**src/rtl/fadd_acc_if.sv**
```systemverilog
// rtl/fadd_acc_if.sv - control, operand stream, external adder and result signals of fadd_acc
interface fadd_acc_if;
    logic        start;
    logic [7:0]  len;
    logic        clear;
    logic        in_valid;
    logic [31:0] in_data;
    logic        in_ready;
    logic [31:0] add_a;
    logic [31:0] add_b;
    logic        add_stb;
    logic [31:0] add_res;
    logic        add_ovf;
    logic        out_valid;
    logic [31:0] out_data;
    logic        out_ovf;
    logic        out_ready;

    // Accumulator side
    modport slave (
        input  start, len, clear, in_valid, in_data, add_res, add_ovf, out_ready,
        output in_ready, add_a, add_b, add_stb, out_valid, out_data, out_ovf
    );

    // Environment side: operand producer, external adder and result consumer
    modport master (
        output start, len, clear, in_valid, in_data, add_res, add_ovf, out_ready,
        input  in_ready, add_a, add_b, add_stb, out_valid, out_data, out_ovf
    );
endinterface

```
**src/rtl/fadd_acc.sv**
```systemverilog
// rtl/fadd_acc.sv - sums a counted run of IEEE-754 singles through an external combinational fadd
module fadd_acc (
    input  logic         clk,
    input  logic         rst_n,
    fadd_acc_if.slave    bus
);
    typedef enum logic [1:0] {IDLE, WAIT_IN, ADD, DONE} state_t;

    state_t      state_q, state_d;
    logic [7:0]  rem_q, rem_d;
    logic        first_q, first_d;
    logic [31:0] acc_q, acc_d;
    logic        ovf_q, ovf_d;
    logic [31:0] add_a_q, add_a_d;
    logic [31:0] add_b_q, add_b_d;
    logic [31:0] out_data_q, out_data_d;
    logic        out_ovf_q, out_ovf_d;

    logic [7:0]  rem_dec;
    logic        rem_last;

    // rem saturates at zero; the run ends on the operand that consumes the last count
    assign rem_dec  = (rem_q != 8'd0) ? rem_q - 8'd1 : rem_q;
    assign rem_last = (rem_q == 8'd1);

    // Next-state and datapath updates; clear overrides everything else
    always_comb begin
        state_d    = state_q;
        rem_d      = rem_q;
        first_d    = first_q;
        acc_d      = acc_q;
        ovf_d      = ovf_q;
        add_a_d    = add_a_q;
        add_b_d    = add_b_q;
        out_data_d = out_data_q;
        out_ovf_d  = out_ovf_q;

        if (bus.clear) begin
            state_d = IDLE;
            acc_d   = 32'd0;
            rem_d   = 8'd0;
            ovf_d   = 1'b0;
            first_d = 1'b0;
        end else begin
            case (state_q)
                IDLE: begin
                    if (bus.start) begin
                        acc_d = 32'd0;
                        ovf_d = 1'b0;
                        if (bus.len != 8'd0) begin
                            rem_d   = bus.len;
                            first_d = 1'b1;
                            state_d = WAIT_IN;
                        end else begin
                            out_data_d = 32'd0;
                            out_ovf_d  = 1'b0;
                            state_d    = DONE;
                        end
                    end
                end
                WAIT_IN: begin
                    if (bus.in_valid) begin
                        if (first_q) begin
                            // First operand seeds the accumulator without an add
                            acc_d   = bus.in_data;
                            first_d = 1'b0;
                            rem_d   = rem_dec;
                            if (rem_last) begin
                                out_data_d = bus.in_data;
                                out_ovf_d  = ovf_q;
                                state_d    = DONE;
                            end
                        end else begin
                            add_a_d = acc_q;
                            add_b_d = bus.in_data;
                            state_d = ADD;
                        end
                    end
                end
                ADD: begin
                    acc_d = bus.add_res;
                    ovf_d = ovf_q | bus.add_ovf;
                    rem_d = rem_dec;
                    if (rem_last) begin
                        out_data_d = bus.add_res;
                        out_ovf_d  = ovf_q | bus.add_ovf;
                        state_d    = DONE;
                    end else begin
                        state_d = WAIT_IN;
                    end
                end
                DONE: begin
                    if (bus.out_ready) begin
                        state_d = IDLE;
                    end
                end
                default: state_d = IDLE;
            endcase
        end
    end

    // State and datapath registers
    always_ff @(posedge clk or negedge rst_n) begin
        if (!rst_n) begin
            state_q    <= IDLE;
            rem_q      <= 8'd0;
            first_q    <= 1'b0;
            acc_q      <= 32'd0;
            ovf_q      <= 1'b0;
            add_a_q    <= 32'd0;
            add_b_q    <= 32'd0;
            out_data_q <= 32'd0;
            out_ovf_q  <= 1'b0;
        end else begin
            state_q    <= state_d;
            rem_q      <= rem_d;
            first_q    <= first_d;
            acc_q      <= acc_d;
            ovf_q      <= ovf_d;
            add_a_q    <= add_a_d;
            add_b_q    <= add_b_d;
            out_data_q <= out_data_d;
            out_ovf_q  <= out_ovf_d;
        end
    end

    assign bus.in_ready  = (state_q == WAIT_IN);
    assign bus.add_stb   = (state_q == ADD);
    assign bus.out_valid = (state_q == DONE);
    assign bus.add_a     = add_a_q;
    assign bus.add_b     = add_b_q;
    assign bus.out_data  = out_data_q;
    assign bus.out_ovf   = out_ovf_q;
endmodule
```
**src/flat_wrapper.sv**
```systemverilog
// flat-port wrapper written by rule: the top's interface ports become plain ports
module fadd_acc_flat 
  (clk, rst_n, bus_start, bus_len, bus_clear, bus_in_valid, bus_in_data, bus_add_res, bus_add_ovf, bus_out_ready, bus_in_ready, bus_add_a, bus_add_b, bus_add_stb, bus_out_valid, bus_out_data, bus_out_ovf);
  fadd_acc_if bus_i ();
  input  logic clk;
  input  logic rst_n;
  input wire logic [$bits(bus_i.start)-1:0] bus_start;
  input wire logic [$bits(bus_i.len)-1:0] bus_len;
  input wire logic [$bits(bus_i.clear)-1:0] bus_clear;
  input wire logic [$bits(bus_i.in_valid)-1:0] bus_in_valid;
  input wire logic [$bits(bus_i.in_data)-1:0] bus_in_data;
  input wire logic [$bits(bus_i.add_res)-1:0] bus_add_res;
  input wire logic [$bits(bus_i.add_ovf)-1:0] bus_add_ovf;
  input wire logic [$bits(bus_i.out_ready)-1:0] bus_out_ready;
  output wire logic [$bits(bus_i.in_ready)-1:0] bus_in_ready;
  output wire logic [$bits(bus_i.add_a)-1:0] bus_add_a;
  output wire logic [$bits(bus_i.add_b)-1:0] bus_add_b;
  output wire logic [$bits(bus_i.add_stb)-1:0] bus_add_stb;
  output wire logic [$bits(bus_i.out_valid)-1:0] bus_out_valid;
  output wire logic [$bits(bus_i.out_data)-1:0] bus_out_data;
  output wire logic [$bits(bus_i.out_ovf)-1:0] bus_out_ovf;
  assign bus_i.start = bus_start;
  assign bus_i.len = bus_len;
  assign bus_i.clear = bus_clear;
  assign bus_i.in_valid = bus_in_valid;
  assign bus_i.in_data = bus_in_data;
  assign bus_i.add_res = bus_add_res;
  assign bus_i.add_ovf = bus_add_ovf;
  assign bus_i.out_ready = bus_out_ready;
  assign bus_in_ready = bus_i.in_ready;
  assign bus_add_a = bus_i.add_a;
  assign bus_add_b = bus_i.add_b;
  assign bus_add_stb = bus_i.add_stb;
  assign bus_out_valid = bus_i.out_valid;
  assign bus_out_data = bus_i.out_data;
  assign bus_out_ovf = bus_i.out_ovf;
  fadd_acc u_core (.clk(clk), .rst_n(rst_n), .bus(bus_i));
endmodule
```
**config.mk**
```make
export PLATFORM = sky130hd
export DESIGN_NAME = fadd_acc_flat
export DESIGN_NICKNAME = d
export VERILOG_FILES = /design/src/rtl/fadd_acc_if.sv /design/src/rtl/fadd_acc.sv /design/src/flat_wrapper.sv
export SDC_FILE = /design/constraint.sdc
export NUM_CORES = 1
export LEC_CHECK = 0
export ABC_AREA = 1
export BUFFER_PORTS_ARGS = -buffer_cell sky130_fd_sc_hd__buf_2
export CAP_MARGIN = 20
export CORE_UTILIZATION = 53
export DETAILED_ROUTE_END_ITERATION = 10
export PLACE_DENSITY = 0.81
export SYNTH_ARGS = -nofsm -noshare
export SYNTH_HDL_FRONTEND = slang
export SYNTH_SLANG_ARGS = --single-unit
```
**constraint.sdc**
```tcl
create_clock -name clk -period 2.2 [get_ports clk]
set_clock_uncertainty 0.15 [all_clocks]
set_input_delay 0.11 -clock clk [delete_from_list [all_inputs] [get_ports clk]]
set_output_delay 0.11 -clock clk [all_outputs]
set_load 0.05 [all_outputs]
```
After elaboration in Yosys (flattened, before gate mapping). Index checks and enable logic that the tools add are counted.

$add $sub $neg: 1. Equal/unequal tests: 16. Muxes and demuxes: 43. Bitwise logic cells: 3. Reductions and logical operators: 14.

Operators with widths (number): two-way mux 32 bit (10); one-hot mux 32 bit (3 select lines) (2); two-way mux 8 bit (6); one-hot mux 8 bit (3 select lines) (1); two-way mux 2 bit (8); AND reduction 4 bit (4); nonzero test 8 bit (2); two-way mux 1 bit (12); inequality test 3 bit (second input constant) (3); nonzero test 3 bit (3); == test 8 x 1 -> 1 bit (second input constant) (1); one-hot mux 2 bit (4 select lines) (1); AND reduction 8 bit (1); subtractor 8 x 1 -> 8 bit (second input constant) (1); inequality test 2 x 1 -> 1 bit (second input constant) (3); inequality test 2 bit (second input constant) (3); inequality test 3 x 2 -> 1 bit (second input constant) (2); AND reduction 5 bit (1); == test 2 bit (second input constant) (2); inequality test 4 bit (second input constant) (1); one-hot mux 1 bit (2 select lines) (2); nonzero test 4 bit (1); one-hot mux 1 bit (3 select lines) (1); == test 2 x 1 -> 1 bit (second input constant) (1); other kinds (4) (5).

Flip-flop bits (word level): 141. Input bits: 79. Output and inout bits: 100. Logic and storage cells: 86.

Logic depth before layout (Yosys ltp). Gate-level depths: netlist of run 1.

Depth after elaboration: 6. Gate-level depth with buffers: 12. Depth with buffers taken out: 10.

Least setup slack after synthesis of run 1. Ideal clock, no wire load.

Path kind: flip-flop to flip-flop. Start: register u_core.state_q[1]. End: register u_core.add_a_q[12], in the netlist u_core.bus.add_a[12]. Setup time: 130 ps. Arrival: 1920 ps. Path slack: 0 ps. Cell stages (with the launch flop): 9. Path buffers: 3. Period minus slack after synthesis: 2200 ps. Path through: dfrtp_1 -> inv_1 -> ha_1 -> buf_2 -> nand3_1 -> buf_2 -> buf_2 -> nand2_1 -> o21ai_0.

Word-level cells in the longest chain between the ends: 2.

Ends and longest elaborated chain: from (decl) (RTL line fadd_acc.sv:9) `state_t state_q, state_d;`; from (signal assigned) (RTL line fadd_acc.sv:115) `state_q <= state_d;`; == test 2 x 1 -> 1 bit; named net bus_in_ready (RTL line flat_wrapper.sv:15) `output wire logic [$bits(bus_i.in_ready)-1:0] bus_in_ready;`; AND reduction 4 bit (no source line); to (signal assigned) (RTL line fadd_acc.sv:110) `add_a_q <= 32'd0;`; to (signal assigned) (RTL line fadd_acc.sv:120) `add_a_q <= add_a_d;`; to (decl) (RTL line fadd_acc.sv:14) `logic [31:0] add_a_q, add_a_d;`.

The timed path passes the listed nets, and every way through them passes these cells. A chain may end at the register's enable or synchronous reset.

Final worst setup path of run 1.
Start: register u_core.state_q[1]. End: output bus_in_ready.

Word-level cells in the longest chain between the ends: 1.

Ends and longest elaborated chain: == test 2 x 1 -> 1 bit (RTL line fadd_acc.sv:127) `assign bus.in_ready = (state_q == WAIT_IN);`; to (decl) (RTL line flat_wrapper.sv:15).

No other way between the ends.

==> results.yml, run 1 <==
min_path:
  hold_depth: 6
  hp-class: "input pin to register"
  hold_path_end: "u_core.ovf_q"
  hp-start: "bus_start"
synth:
  muxShareOfSynthArea_pct: 5.54
  synth_fa_ha_area_share_pct: 1.54
  synth-xor-area-share_pct: 0.135
  syn_avg_cell_area_um2: 8.87
  synth_edf_count: 0
  yosysUniqueCellTypes: 27
  syn-num-nets: 820
  async_flop_share_pct: 100
  syn_area_mm2: 0.00650
  syn_inst: 733
  ys_ff_latch: 141
  synth_top_family_by_area: "simple AND/OR/NAND/NOR gates"
  ys_seq_area_share_pct: 54.3
  synth-simple-area-share_pct: 22.5
  yosysWarningCount: 0
  synth_compound_gate_area_share_pct: 9.08
  synth_ff_type: "dfrtp_1"
worst_setup_path:
  arrival_ps: 1800
  r2r_end: "u_core.rem_q[7]"
  r2r-start: "u_core.state_q[0]"
  rrSetupSlack_ps: 170
  worstPathRequired_ps: 1940
  startpoint: "u_core.state_q[1]"
  critPathKind: "register to output port"
  cp_max_fo: 9
  end_kind: "output port"
  reg2regPathDepth: 11
  cp-start-kind: "register"
power_and_ir_drop:
  p_leak_nw: 4.54
  internal-power_mw: 7.37
  max-vdd-ir-drop_mv: 0.896
  p_seq_share_pct: 27.4
  p_total_mw: 14.7
  swShare_pct: 49.8
  powerDensity_mw_per_mm2: 1630
  p_comb_share_pct: 52.4
  switching_power_mw: 7.30
  power_frac_clock_pct: 20.2
finish:
  antennaDiodeCount: 0
  layout-drive-gt1-share_pct: 28.3
  area_delta_synth_final_pct: 38.5
  final_nets: 1072
die:
  dieArea_mm2: 0.0127
  core_mm2: 0.0120
  die_y_um: 113
  fp-row-count: 40
  ios: 179
  die_w_um: 113
  start_util_pct: 54.4
timing:
  slew_headroom_pct: 66.1
  final-hold-violation-count: 0
  slew_violations: 0
  fmax_ghz: 0.485
  setup_viol: 0
  period_minus_slack_ps: 2060
  hold_slack_ps: 16.5
  min_period_over_period_pct: 93.8
  rsz0062_at_grt: "false"
  finalSetupTns_ps: 0
  worst_pin_slew_ps: 506
clock_tree:
  cts.path.max_buffers: 2
  numClockSinks: 141
  cts.root.buffer_cell: "clkbuf_16"
  path_clk_slew_ps: 60
  cts_tree: "yes"
  numCtsBuffers: 17
  htreeDepth: 4
  clock_latency_ps: 430
outcome:
  run_status: "finished, final reports clean"
grt:
  grt_overflow: 0
  grt_pass1_wl_um: 30800
  grt_max_degree: 54
  grt_pass1_vias: 6234
  grt_usage_pct: 31.6
  antenna_found_initial: 0
drt:
  drt_iter0_markers: 536
  first_pass_iters: 5
  drtAntennaViolNets: 0
  wl_per_cell_um: 16.6
  drc: 0
  vias: 6196
  vias_per_cell: 5.41
  routed_wirelength_um: 19000
placed_design:
  gp_congestion: 0.873
  hpwl_um: 11700
  io_buffers: 178
flow_run:
  max_cap_viol_count: 0
[how the worst max path moves through the flow]
stage                                         end  slack (ps)  cells after the start
after floorplan              u_core.bus.add_a[12]        0.07                      8
after global placement    u_core.bus.out_data[31]         270                      9
after detailed placement  u_core.bus.out_data[31]         160                      9
after CTS                            bus_in_ready         160                      4
after global routing      u_core.bus.out_data[27]          10                      9
final                                bus_in_ready         140                      4
[repair_timing]
action                                  CTS  global route
endpoints found under the setup margin    0            14
hold buffers                             76             0
endpoints found under the hold margin   248             0
setup buffers                             0             0
gates resized for setup                   0             1
[metrics by stage]
step	util, %	cell area, um^2	setup slack (ps)	std cells
after CTS	75.3	9000	155	1145
after global routing	75.3	9010	12.5	1145
after global placement	63.8	7630	270	1037
after detailed placement	63.8	7630	163	1037
after floorplan	-	6500	0.0728	733
final	75.3	9010	136	1145
[worst max-delay path, cell delays in order, from the launching register on]
cell	delay, ps
dfrtp_1	420
inv_1	130
ha_2	340
buf_4	220
buf_2	270
[registers in the layout, summed over array words and instances, names as in the netlist]
name and flops:
u_core.state_q 2, u_core.rem_q 8, u_core.first_q 1, u_core.bus.out_ovf 1
u_core.bus.add_a 32, u_core.bus.add_b 32, u_core.acc_q 32, u_core.bus.out_data 32
u_core.ovf_q 1
[cell families after synthesis]
logic type / count (synthesis)
AND/OR/NAND/NOR: 337
buffers and inverters: 98
AO/OA/AOI/OAI: 116
flip-flops: 141
XOR/XNOR: 1
multiplexers: 32
adder cells (fa/ha/maj): 8
[cell usage in the layout (no fill, tap or decap), drive strengths merged, types with 3 or more instances in the layout]
cell type | synthesis | routed
nand4 | 34 | 34
dfrtp | 141 | 141
inv | 52 | 53
ha | 8 | 8
buf | 33 | 203
nor2 | 28 | 28
dlygate4sd3 | 0 | 76
mux2 | 32 | 32
a21oi | 34 | 34
clkbuf | 13 | 22
clkinvlp | 0 | 3
nand3 | 49 | 49
nand2 | 223 | 223
bufinv | 0 | 3
clkinv | 0 | 3
o21ai | 80 | 80
[cells in the mapped netlist, types with 2 or more instances]
library cell / n / area share, %
nand3_2: 2 / 0.31
nor2_4: 2 / 0.35
nand4_1: 34 / 3.3
nand3_1: 46 / 3.5
dfrtp_1: 141 / 54
buf_6: 7 / 1.2
o21ai_0: 45 / 3.5
buf_2: 24 / 1.8
a21oi_1: 34 / 2.6
buf_1: 2 / 0.12
mux2_2: 32 / 5.5
ha_1: 8 / 1.5
nor2_1: 25 / 1.4
clkbuf_1: 13 / 0.75
nand2_1: 222 / 13
inv_2: 2 / 0.12
o21ai_1: 35 / 2.7
inv_1: 50 / 2.9
[power by group through the flow]
stage               logic (mW)  clock network (mW)  registers [mW]
floorplan                 3.04                   0            6.47
global placement          7.34                   0            3.98
finish                    7.69                2.96            4.02
global route              8.20                3.10            4.11
detailed placement        7.48                   0            4.01
CTS                       7.60                2.98            3.99
[metal layers]
layer | track usage [%] | vias up | wire length [um]
met5 | 0 | - | 0
met4 | 14.2 | 0 | 533
met3 | 6.91 | 60 | 1040
met2 | 54.7 | 257 | 9710
met1 | 37.9 | 2971 | 7720
li1 | - | 2908 | -
[area by class of cell]
type	count	area (um^2)
Tap cell	147	184
Timing Repair Buffer	279	1920
Sequential cell	141	3530
Fill cell	823	2950
Clock buffer	22	474
Clock inverter	10	136
Multi-Input combinational cell	494	2570
Inverter	52	195
Note: power is estimated with default switching activity, not from simulation.
==> inputs of run 2 (changes only) <==
--- a/config.mk
+++ b/config.mk
@@ -11,6 +11,7 @@
 export CORE_UTILIZATION = 53
 export DETAILED_ROUTE_END_ITERATION = 10
 export PLACE_DENSITY = 0.81
+export REMOVE_ABC_BUFFERS = 1
 export SYNTH_ARGS = -nofsm -noshare
 export SYNTH_HDL_FRONTEND = slang
 export SYNTH_SLANG_ARGS = --single-unit
==> results.yml, run 2 (synthesis results as in run 1) <==
worst_setup_path:
  critPathKind: "register to output port"
  rrSetupSlack_ps: 140
  arrival_ps: 1870
  worstPathRequired_ps: 1940
  reg2regPathDepth: 9
  cpMaxStageDelayCell: "dfrtp_1"
  r2r_end: "u_core.bus.out_data[12]"
  cpPeakStageDelay_ps: 410
  cp-start-kind: "register"
  r2r-start: "u_core.state_q[1]"
  cp_max_fo: 23
  end_kind: "output port"
  path_cells: "inv_1 > ha_4 > buf_6 > buf_2"
min_path:
  hp-class: "input pin to register"
  hold_depth: 3
  hold_path_end: "u_core.bus.add_a[14]"
  hp-start: "bus_in_valid"
grt:
  grt_pass1_vias: 6216
  grt_pass1_wl_um: 31400
  grt_max_degree: 51
  grt_overflow: 0
  antenna_found_initial: 0
  grt_usage_pct: 32.2
outcome:
  run_status: "finished, final reports clean"
power_and_ir_drop:
  powerDensity_mw_per_mm2: 1640
  p_leak_nw: 4.55
  p_total_mw: 14.8
  max-vdd-ir-drop_mv: 1.01
die:
  fp-row-count: 40
  dieArea_mm2: 0.0127
  die_y_um: 113
  ios: 179
  core_mm2: 0.0120
  die_w_um: 113
  start_util_pct: 54.4
placed_design:
  hpwl_um: 11400
  gp_congestion: 0.846
  place_area_mm2: 0.00762
  io_buffers: 178
timing:
  final-hold-violation-count: 0
  fmax_ghz: 0.470
  period_minus_slack_ps: 2130
  rsz0062_at_grt: "false"
  setup_viol: 0
  slew_violations: 0
  worst_pin_slew_ps: 536
  hold_slack_ps: 52.0
  min_period_over_period_pct: 96.6
  slew_headroom_pct: 64.1
clock_tree:
  cts.root.buffer_cell: "clkbuf_16"
  clock_latency_ps: 420
  htreeDepth: 4
  post-cts-setup-buffer-count: 0
  path_clk_slew_ps: 60
  numCtsBuffers: 17
  cts.path.max_buffers: 2
  cts_tree: "yes"
  numClockSinks: 141
drt:
  first_pass_iters: 6
  drc: 0
  drt_iter0_markers: 532
  vias_per_cell: 5.47
  routed_wirelength_um: 19200
  wl_per_cell_um: 16.8
  vias: 6242
  drtAntennaViolNets: 0
finish:
  antennaDiodeCount: 0
  layout-drive-gt1-share_pct: 28.1
  final_area_mm2: 0.00903
  area_delta_synth_final_pct: 38.8
  final_common_cell: "nand2_1"
  final_nets: 1069
  final_cell_mix: "222 x nand2_1, 176 x buf_2, 140 x dfrtp_1"
  final_util_pct: 75.5
flow_run:
  max_cap_viol_count: 0
==> run 2: changes by cell type in the layout (fill, tap and decap cells not counted), sizes merged <==
cell,delta
buf,-3
clkinvlp,-3
clkinv,+2
bufinv,+1
clkbuf,+1
dlygate4sd3,-1
==> run 2: power breakdown <==
group / switching, mW / internal [mW] / leakage (nW)
Sequential: 0.509 / 3.50 / 1.89
Clock: 1.08 / 1.96 / 0.308
Combinational: 5.74 / 2.04 / 2.35
Total: 7.33 / 7.50 / 4.55
==> run 2: worst max path at each step <==
stage                       from                     end  slack, ps  cells past startpoint
2_1_floorplan  u_core.state_q[1]     u_core.bus.add_b[0]      -2590                      4
3_3_place_gp   u_core.state_q[1]      u_core.bus.out_ovf         60                      9
3_5_place_dp   u_core.state_q[1]  u_core.bus.out_data[0]        -30                      9
4_1_cts        u_core.state_q[0]             bus_add_stb         20                      4
5_1_grt        u_core.state_q[1]            bus_in_ready         20                      4
6_report       u_core.state_q[1]            bus_in_ready         70                      4
==> run 2: layout make-up <==
type                       instances  area, um^2
clock buffer                      22         464
clock inverter                    10         161
fill                             792        2940
inverter                          52         195
multi-input combinational        494        2580
sequential                       141        3530
tap                              147         184
timing repair buffer             276        1910
==> run 2: per-stage QoR <==
stage	cells	TNS [ps]	setup slack [ps]
after detailed placement	1035	-228	-32.3
after global routing	1142	0	15.6
after CTS	1142	0	19.0
after floorplan	687	-228440	-2590
final	1142	0	74.4
after global placement	1035	0	58.8
==> run 2: worst max-delay path, delay by kind of cell (launching register included) <==
kind	cells	cell delay [ps]
adders and majority gates	1	290
buffers and inverters	3	730
DFF	1	410
==> run 2: what timing repair did <==
item | CTS | global route
hold endpoints to repair | 246 | 0
resized for setup | 2 | 6
endpoints found under the setup margin | 34 | 41
hold buffers | 75 | 0
==> run 2: layer usage <==
layer	GRT usage, %	share of wire (%)	wire length [um]	vias to the layer above
met4	14.2	2.5	472	0
met2	54.7	50	9550	326
li1	-	-	-	2910
met5	0	0	0	-
met1	39.8	41	7800	2953
met3	6.91	7.4	1420	53
